$ cat src/rtl/time_set_ctrl.sv
// Button front end and mode controller for a settable clock: synchronizes and
// debounces four buttons, steps the set mode, and issues adjust pulses with auto-repeat.
module time_set_ctrl #(
  parameter int unsigned DEBOUNCE     = 1_000_000,
  parameter int unsigned REPEAT_DELAY = 25_000_000,
  parameter int unsigned REPEAT_RATE  = 5_000_000,
  parameter int unsigned TIMEOUT      = 500_000_000
) (
  input  logic       clk,
  input  logic       reset,
  input  logic       btn_mode,
  input  logic       btn_up,
  input  logic       btn_down,
  input  logic       btn_run,
  output logic [1:0] mode,
  output logic       plus,
  output logic       minus,
  output logic       enable
);

  localparam int unsigned NB     = 4;
  localparam int unsigned B_MODE = 0;
  localparam int unsigned B_UP   = 1;
  localparam int unsigned B_DN   = 2;
  localparam int unsigned B_RUN  = 3;

  localparam int unsigned DB_W = (DEBOUNCE > 1) ? $clog2(DEBOUNCE) : 1;
  localparam int unsigned RP_W = (REPEAT_DELAY > 1) ? $clog2(REPEAT_DELAY) : 1;
  localparam int unsigned TO_W = (TIMEOUT > 1) ? $clog2(TIMEOUT) : 1;

  localparam logic [DB_W-1:0] DB_MAX    = DB_W'(DEBOUNCE - 1);
  localparam logic [RP_W-1:0] RP_MAX    = RP_W'(REPEAT_DELAY - 1);
  localparam logic [RP_W-1:0] RP_RELOAD =
    RP_W'((REPEAT_DELAY > REPEAT_RATE) ? (REPEAT_DELAY - REPEAT_RATE) : 0);
  localparam logic [TO_W-1:0] TO_MAX    = TO_W'(TIMEOUT - 1);

  typedef enum logic [1:0] {
    RUN   = 2'b00,
    SET_S = 2'b01,
    SET_M = 2'b10,
    SET_H = 2'b11
  } state_e;

  logic [NB-1:0]   raw_c;
  logic [NB-1:0]   sync1_q, sync1_d, sync2_q, sync2_d;
  logic [NB-1:0]   db_q, db_d, dbp_q, dbp_d;
  logic [DB_W-1:0] cnt_q [NB];
  logic [DB_W-1:0] cnt_d [NB];

  state_e          state_q, state_d;
  logic            enable_q, enable_d;
  logic            plus_q, plus_d, minus_q, minus_d;
  logic            arm_q, arm_d;
  logic [RP_W-1:0] rep_q, rep_d;
  logic [TO_W-1:0] idle_q, idle_d;

  logic [NB-1:0]   rise_c, chg_c;
  logic            in_set_c, timeout_c, hold_up_c, hold_dn_c, pulse_ok_c;

  assign raw_c = {btn_run, btn_down, btn_up, btn_mode};

  // Synchronizer, debouncer and edge-history stages per button
  always_comb begin
    sync1_d = raw_c;
    sync2_d = sync1_q;
    dbp_d   = db_q;
    db_d    = db_q;
    for (int i = 0; i < NB; i++) begin
      cnt_d[i] = '0;
      if (sync2_q[i] != db_q[i]) begin
        if (cnt_q[i] >= DB_MAX) db_d[i] = sync2_q[i];
        else                    cnt_d[i] = cnt_q[i] + DB_W'(1);
      end
    end
  end

  assign rise_c    = db_q & ~dbp_q;
  assign chg_c     = db_q ^ dbp_q;
  assign in_set_c  = (state_q != RUN);
  assign timeout_c = in_set_c && (idle_q >= TO_MAX);
  assign hold_up_c = db_q[B_UP] & ~db_q[B_DN];
  assign hold_dn_c = db_q[B_DN] & ~db_q[B_UP];
  assign pulse_ok_c = in_set_c && !timeout_c && !rise_c[B_MODE];

  // Mode sequencing and run flag; timeout beats a coincident button event
  always_comb begin
    state_d  = state_q;
    enable_d = enable_q;
    if (timeout_c) begin
      state_d  = RUN;
      enable_d = 1'b1;
    end else if (rise_c[B_MODE]) begin
      case (state_q)
        RUN: begin
          state_d  = SET_S;
          enable_d = 1'b0;
        end
        SET_S:   state_d = SET_M;
        SET_M:   state_d = SET_H;
        default: begin
          state_d  = RUN;
          enable_d = 1'b1;
        end
      endcase
    end else if (!in_set_c && rise_c[B_RUN]) begin
      enable_d = ~enable_q;
    end
  end

  // Idle timer restarts on any debounced activity or mode change
  always_comb begin
    idle_d = idle_q;
    if ((chg_c != '0) || (state_d != state_q)) idle_d = '0;
    else if (idle_q < TO_MAX)                  idle_d = idle_q + TO_W'(1);
  end

  // Adjust pulses: initial pulse on the event, then repeats while one button is held alone
  always_comb begin
    plus_d  = 1'b0;
    minus_d = 1'b0;
    rep_d   = rep_q;
    arm_d   = arm_q;
    if (!pulse_ok_c || !(hold_up_c || hold_dn_c)) begin
      rep_d = '0;
      arm_d = 1'b0;
    end else if (rise_c[B_UP] || rise_c[B_DN]) begin
      plus_d  = hold_up_c;
      minus_d = hold_dn_c;
      rep_d   = '0;
      arm_d   = 1'b1;
    end else if (arm_q) begin
      if (rep_q >= RP_MAX) begin
        plus_d  = hold_up_c;
        minus_d = hold_dn_c;
        rep_d   = RP_RELOAD;
      end else begin
        rep_d = rep_q + RP_W'(1);
      end
    end
  end

  always_ff @(posedge clk or negedge reset) begin
    if (!reset) begin
      sync1_q  <= '0;
      sync2_q  <= '0;
      db_q     <= '0;
      dbp_q    <= '0;
      for (int i = 0; i < NB; i++) cnt_q[i] <= '0;
      state_q  <= RUN;
      enable_q <= 1'b1;
      plus_q   <= 1'b0;
      minus_q  <= 1'b0;
      arm_q    <= 1'b0;
      rep_q    <= '0;
      idle_q   <= '0;
    end else begin
      sync1_q  <= sync1_d;
      sync2_q  <= sync2_d;
      db_q     <= db_d;
      dbp_q    <= dbp_d;
      for (int i = 0; i < NB; i++) cnt_q[i] <= cnt_d[i];
      state_q  <= state_d;
      enable_q <= enable_d;
      plus_q   <= plus_d;
      minus_q  <= minus_d;
      arm_q    <= arm_d;
      rep_q    <= rep_d;
      idle_q   <= idle_d;
    end
  end

  assign mode   = state_q;
  assign plus   = plus_q;
  assign minus  = minus_q;
  assign enable = enable_q;

endmodule

$ cat config.mk
export PLATFORM = sky130hd
export DESIGN_NAME = time_set_ctrl
export DESIGN_NICKNAME = d
export VERILOG_FILES = /design/src/rtl/time_set_ctrl.sv
export SDC_FILE = /design/constraint.sdc
export NUM_CORES = 1
export LEC_CHECK = 0
export CORE_MARGIN = 3
export CORE_UTILIZATION = 40
export DETAILED_ROUTE_END_ITERATION = 8
export GPL_TIMING_DRIVEN = 1
export PLACE_DENSITY = 0.62
export SLEW_MARGIN = 20
export SYNTH_ARGS = -nofsm -noshare
export SYNTH_HDL_FRONTEND = slang
export SYNTH_SLANG_ARGS = --single-unit
$ cat constraint.sdc
create_clock -name clk -period 2.9 [get_ports clk]
set_input_delay 0.29 -clock clk [delete_from_list [all_inputs] [get_ports clk]]
set_output_delay 0.29 -clock clk [all_outputs]
set_load 0.01 [all_outputs]
# After elaboration in Yosys (flattened, before gate mapping)
# Index checks and enable logic that the tools add are counted.
# totals
reg_bits,156
n_memories,0
ram_bits,0
latchBits,0
rom_bits,0
inputBits,6
# op_classes
bitwise_logic,8
div,0
shift,0
n_addsub,6
muxes,31
eq_ne,8
multipliers,0
reduce_logical,26
order_cmp,7
# op_table
op,count
$mux W20,8
$mux W25,4
$add A20 B1 Y20 const B,4
$ge A20 B20 Y1 const B,4
$mux W29,2
$add A29 B1 Y29 const B,1
$ge A29 B29 Y1 const B,1
$lt A29 B29 Y1 const B,1
$add A25 B1 Y25 const B,1
$ge A25 B25 Y1 const B,1
$mux W1,13
$reduce_and A2 Y1,5
$pmux W2 S3,1
$reduce_bool A2 Y1,3
$reduce_bool A3 Y1,2
$logic_not A1 Y1,5
$and A4 B4 Y4,1
$logic_and A1 B1 Y1,4
$logic_or A1 B1 Y1,4
$mux W2,2
$ne A1 B1 Y1,4
$not A4 Y4,1
$reduce_bool A4 Y1,1
$xor A4 B4 Y4,1
other kinds (9),12

# Longest topological paths before layout
# logic_depth
word_depth,8
ltp_mapped,10
depth_no_buf,8

# Worst setup path after synthesis
# No wires, ideal clock.
# synth_timing
path_type,register to register
start,"register state_q[0], in the netlist mode[0]"
end,register rep_q[5]
setup_slack_ns,0.676
required_time_ns,2.834
arrival_ns,2.158
stages_incl_launch_ff,11
setup_time_ns,0.066
path_cell_list,dfrtp_1 -> inv_1 -> ha_1 -> clkbuf_1 -> nor3_1 -> nand3_1 -> or3_1 -> buf_4 -> buf_6 -> nor3_1 -> a221o_1
# synth_between
elab_chain_cells,8
# synth_lines
element,line_no,rtl
from (decl),50,"state_e state_q, state_d;"
from (signal assigned),162,state_q <= state_d;
$reduce_bool A2 Y1 (*),79,assign in_set_c = (state_q != RUN);
$logic_and A1 B1 Y1,80,assign timeout_c = in_set_c && (idle_q >= TO_MAX);
$logic_not A1 Y1,83,assign pulse_ok_c = in_set_c && !timeout_c && !rise_c[B_MODE];
$logic_and A1 B1 Y1 (*) (2 in series),83,
$logic_not A1 Y1 (*),123,if (!pulse_ok_c || !(hold_up_c || hold_dn_c)) begin
$logic_or A1 B1 Y1 (*),123,
$reduce_bool A3 Y1 (no line) or $mux W25 (tied branches),--,
to (signal assigned),167,rep_q <= rep_d;
to (decl),54,"logic [RP_W-1:0] rep_q, rep_d;"
# Mark *: on every way between the ends. The rest lies on a longest branch, timed or not.
# A chain may end at the register's enable or synchronous reset.

# Worst setup path after layout
# layout_timing
start,register idle_q[15]
end,register rep_q[17]
# layout_between
elab_chain_cells,8
# layout_lines
element,line_no,rtl
from (decl),55,"logic [TO_W-1:0] idle_q, idle_d;"
from (signal assigned),168,idle_q <= idle_d;
$ge A29 B29 Y1 (*),80,
$logic_and A1 B1 Y1 (*),80,
$logic_not A1 Y1 (*),83,
$logic_and A1 B1 Y1 (*) (2 in series),83,
$logic_not A1 Y1 (*),123,
$logic_or A1 B1 Y1 (*),123,
$reduce_bool A3 Y1 (no line) or $mux W25 (tied branches),--,
# Marked as above.

==> results summary <==
The flow ran to the end, and the final reports show no timing, DRC or antenna violations. The number of slew-limit violations in the final report is 0. The power density relative to cell area came out at 512 nW/um^2. Setup slack on the critical path of the routed design comes to 349 ps. The die width is 146 um.

The wire length after detailed routing came out at 14,800 um. After clock tree synthesis, the clock-pin slew on the worst setup and hold paths is 70 ps. The transition time at the pin with the least slew margin is 761 ps.

The overflow left after global routing came out at 0. Per report_power, the clock group accounts for 49.0% of the total. The worst pin sits at a relative slew slack of 48.8%.

In this run the standard cell core region covers 19,000 sq um. The Yosys step of the flow raised 0 warnings. The average cell area after synthesis is 9.57 sq um.

Sequential cells account for 48.8% of the total power. The part of the total power dissipated in combinational logic is 2.3%. The number of nets in the layout is 858. The ratio of routed vias to standard cells is 5.08. The reg-to-reg setup timing slack is 350 ps. Summed over all nets, the half-perimeter wirelength after detailed placement is 9710 um. The analysis attributes to net switching a power of 0.00103 W.

Timing analysis after detailed placement gives a worst setup slack of 349 ps. During placement, the flow inserted port buffers numbering 10. The die area is 21,300 sq um. Clock latency on the worst-skew pair, taken at its later pin, is 420 ps. After synthesis, the cell types taking the most area are sky130_fd_sc_hd__dfrtp_1, sky130_fd_sc_hd__xor2_1, sky130_fd_sc_hd__nor2_1.

The number of global-route vias before repair came out at 5,492. The H-tree generated during clock tree synthesis spans 4 levels. Entering global routing, the biggest net connects 63 pins. The share of the core filled with cells is 46.7%. The worst setup path is launched from a flip-flop. Leaving out fill and tap cells, the most frequent cells in the layout are sky130_fd_sc_hd__dfrtp_1, sky130_fd_sc_hd__nor2_1, sky130_fd_sc_hd__xor2_1, sky130_fd_sc_hd__nand3_1, sky130_fd_sc_hd__nand2_1. For this design, the slowest cell found on the critical path is sky130_fd_sc_hd__or4b_1.

Leaving out fill and tap cells, the most frequent cell in the layout is sky130_fd_sc_hd__dfrtp_1. The number of hold violations in the final report is 0. The number of nets in the synthesized netlist is 838.

Post-CTS repair changed the size of 0 cells. VDD sags by at most 303 uV. The reported leakage power came out at 3.87 nW.

Setup violations remaining at the end of the flow were counted as 0. The buffer cell driving the clock tree root is sky130_fd_sc_hd__clkbuf_16. Setup total negative slack on the finished layout was measured at 0 ps. The CTS tree is built.

The signed area change from the synthesized netlist to the final layout is 13.2%. The setup skew after layout came out at 7.22 ps. The count of TritonRoute iterations in the first routing pass is 7. The achievable frequency came out at 0.392 GHz. The first global-routing pass estimated 26,400 um of wire. The time the final worst path needs with I/O delays and setup came out at 2550 ps.

The data arrival at the endpoint of the critical path is 2860 ps. For this run, design rule violations remaining after detail routing come to 0. The signal on the critical path passes through or4b_1 -> nor2_1 -> o211a_4 -> or3_1 -> buf_4 -> nor4_1 -> a221o_1. Routability-driven placement finished with a final weighted congestion of 0.792.

The number of maximum-capacitance constraint violations is 0. The layout cell share with drive strength beyond 1 is 7.29%. The number of placement rows came out at 50. The cell count after synthesis came out at 818.

The clock net sink count is 156. For this block, the initial DRC count from the detailed router was 364. The diode insertion count for antenna repair came out at 0.

The class of the most critical setup path is reg -> reg. Setup repair after global routing left no endpoint under its margin. The total number of vias came out at 5,641. The number of enable flip-flop cells after synthesis is 0. The starting density of the core is 41.3%. The number of buffers on the longest clock path came out at 2.

The maximum fanout along the worst path is 10. Hold is met by 301 ps. The number of ports placed on the die boundary is 11. The share of synthesized registers carrying an async set or reset came out at 100%. The sequential cell area fraction in the yosys report came out at 49.9%. The largest single stage delay on the critical path is 560 ps. The count of unique library cells instantiated by Yosys is 54. The total global-route track usage is 14.8%. The post-route antenna net violation count came out at 0. The switching power share of the total came out at 22.7%.

The fill cell instance count of the final layout is 1,762. The worst hold path belongs to the class in -> reg. The flop and latch count out of synthesis came out at 156. The clock buffer count from CTS is 17. The synthesized netlist occupies a cell area of 7830 sq um. The synthesized design spends more area on one cell type than any other, namely sky130_fd_sc_hd__dfrtp_1.

The die height is 146 um. The initial antenna violation count is 0. The primary flip-flop cell chosen by synthesis mapping is sky130_fd_sc_hd__dfrtp_1. The capturing element type of the critical path is a flip-flop.

The average wire per cell in the routed design is 13.3 um. The area share of the leading cell type in the synthesized netlist is 49.5%. The share of the clock period used by the worst path after layout is 88.0%. The data required time at the worst endpoint is 3210 ps. The internal portion of total power is 0.00351 W.
## metrics by stage
stage / power [W] / instances / cell area, sq um
3_3_place_gp: 0.00236 / 1078 / 8260
2_1_floorplan: 0.00229 / 818 / 7830
3_5_place_dp: 0.00236 / 1078 / 8260
4_1_cts: 0.00461 / 1111 / 8860
5_1_grt: 0.00472 / 1111 / 8860
6_report: 0.00454 / 1111 / 8860
## power groups by stage
| stage | combinational [W] | clock (W) | sequential (W) |
|---|---|---|---|
| after floorplan | 0.0000391 | 0 | 0.00225 |
| after global placement | 0.000107 | 0 | 0.00225 |
| after detailed placement | 0.000107 | 0 | 0.00225 |
| after CTS | 0.000109 | 0.00229 | 0.00221 |
| after global routing | 0.000122 | 0.00238 | 0.00222 |
| final | 0.000103 | 0.00222 | 0.00221 |
## repair_timing
action,CTS,global route
buffers inserted,0,0
hold endpoints to repair,58,0
hold buffers,1,0
## final timing paths
| check | startpoint | endpoint | cells after the start |
|---|---|---|---|
| worst max-delay path | idle_q[15] | rep_q[17] | 7 |
| worst min-delay path | btn_up | sync1_q[1] | 1 |
| worst max register to register | idle_q[15] | rep_q[17] | 7 |
| worst min register to register | sync1_q[3] | sync2_q[3] | 0 |
| max in group asynchronous | reset | sync1_q[0] | 3 |
| min in group asynchronous | reset | idle_q[26] | 2 |
## Yosys cell counts, drive strengths merged (14+ instances only)
cell type / count
a21oi: 20
and3: 26
and4: 15
clkbuf: 16
dfrtp: 155
ha: 14
inv: 28
nand2: 55
nand3: 64
nand4: 30
nor2: 148
nor3: 18
o21ai: 28
xnor2: 21
xor2: 78
## logic make-up after synthesis
logic type,synth area share [%]
multiplexers,0.847
AO/OA/AOI/OAI,8.26
XOR/XNOR,11.1
flip-flops,49.9
adder cells (fa/ha/maj),2.24
buffers and inverters,2.88
AND/OR/NAND/NOR,24.8
## worst max-delay path: cells and delay by family (launching register included)
kind,cells,cell delay (ps)
and+or+nand+nor,4,1220
DFF,1,430
AOI/OAI and AO/OA,2,530
buffers and inverters,1,250
## flip-flops by register name, indices dropped and copies added, names as in the netlist
register	flops
sync1_q	4
arm_q	1
mode	2
plus	1
minus	1
sync2_q	4
cnt_q	80
enable	1
rep_q	25
dbp_q	4
db_q	4
idle_q	29
## layer usage
metal | part of all wire, % | track usage [%] | vias up
met3 | 3.0 | 3.89 | 19
met4 | 1.2 | 4.42 | 0
li1 | - | - | 2897
met1 | 50 | 20.5 | 2672
met5 | 0 | 0 | -
met2 | 46 | 22.9 | 53
## cell type report
cell class	instances	area (sq um)	share of cell area, %
Multi-Input combinational cell	609	3700	41.8
Sequential cell	156	3910	44.1
Tap cell	260	325	3.67
Clock buffer	18	429	4.84
Timing Repair Buffer	26	236	2.67
Inverter	28	105	1.19
Clock inverter	14	158	1.78
No activity file was read; power rests on OpenSTA's default activity.
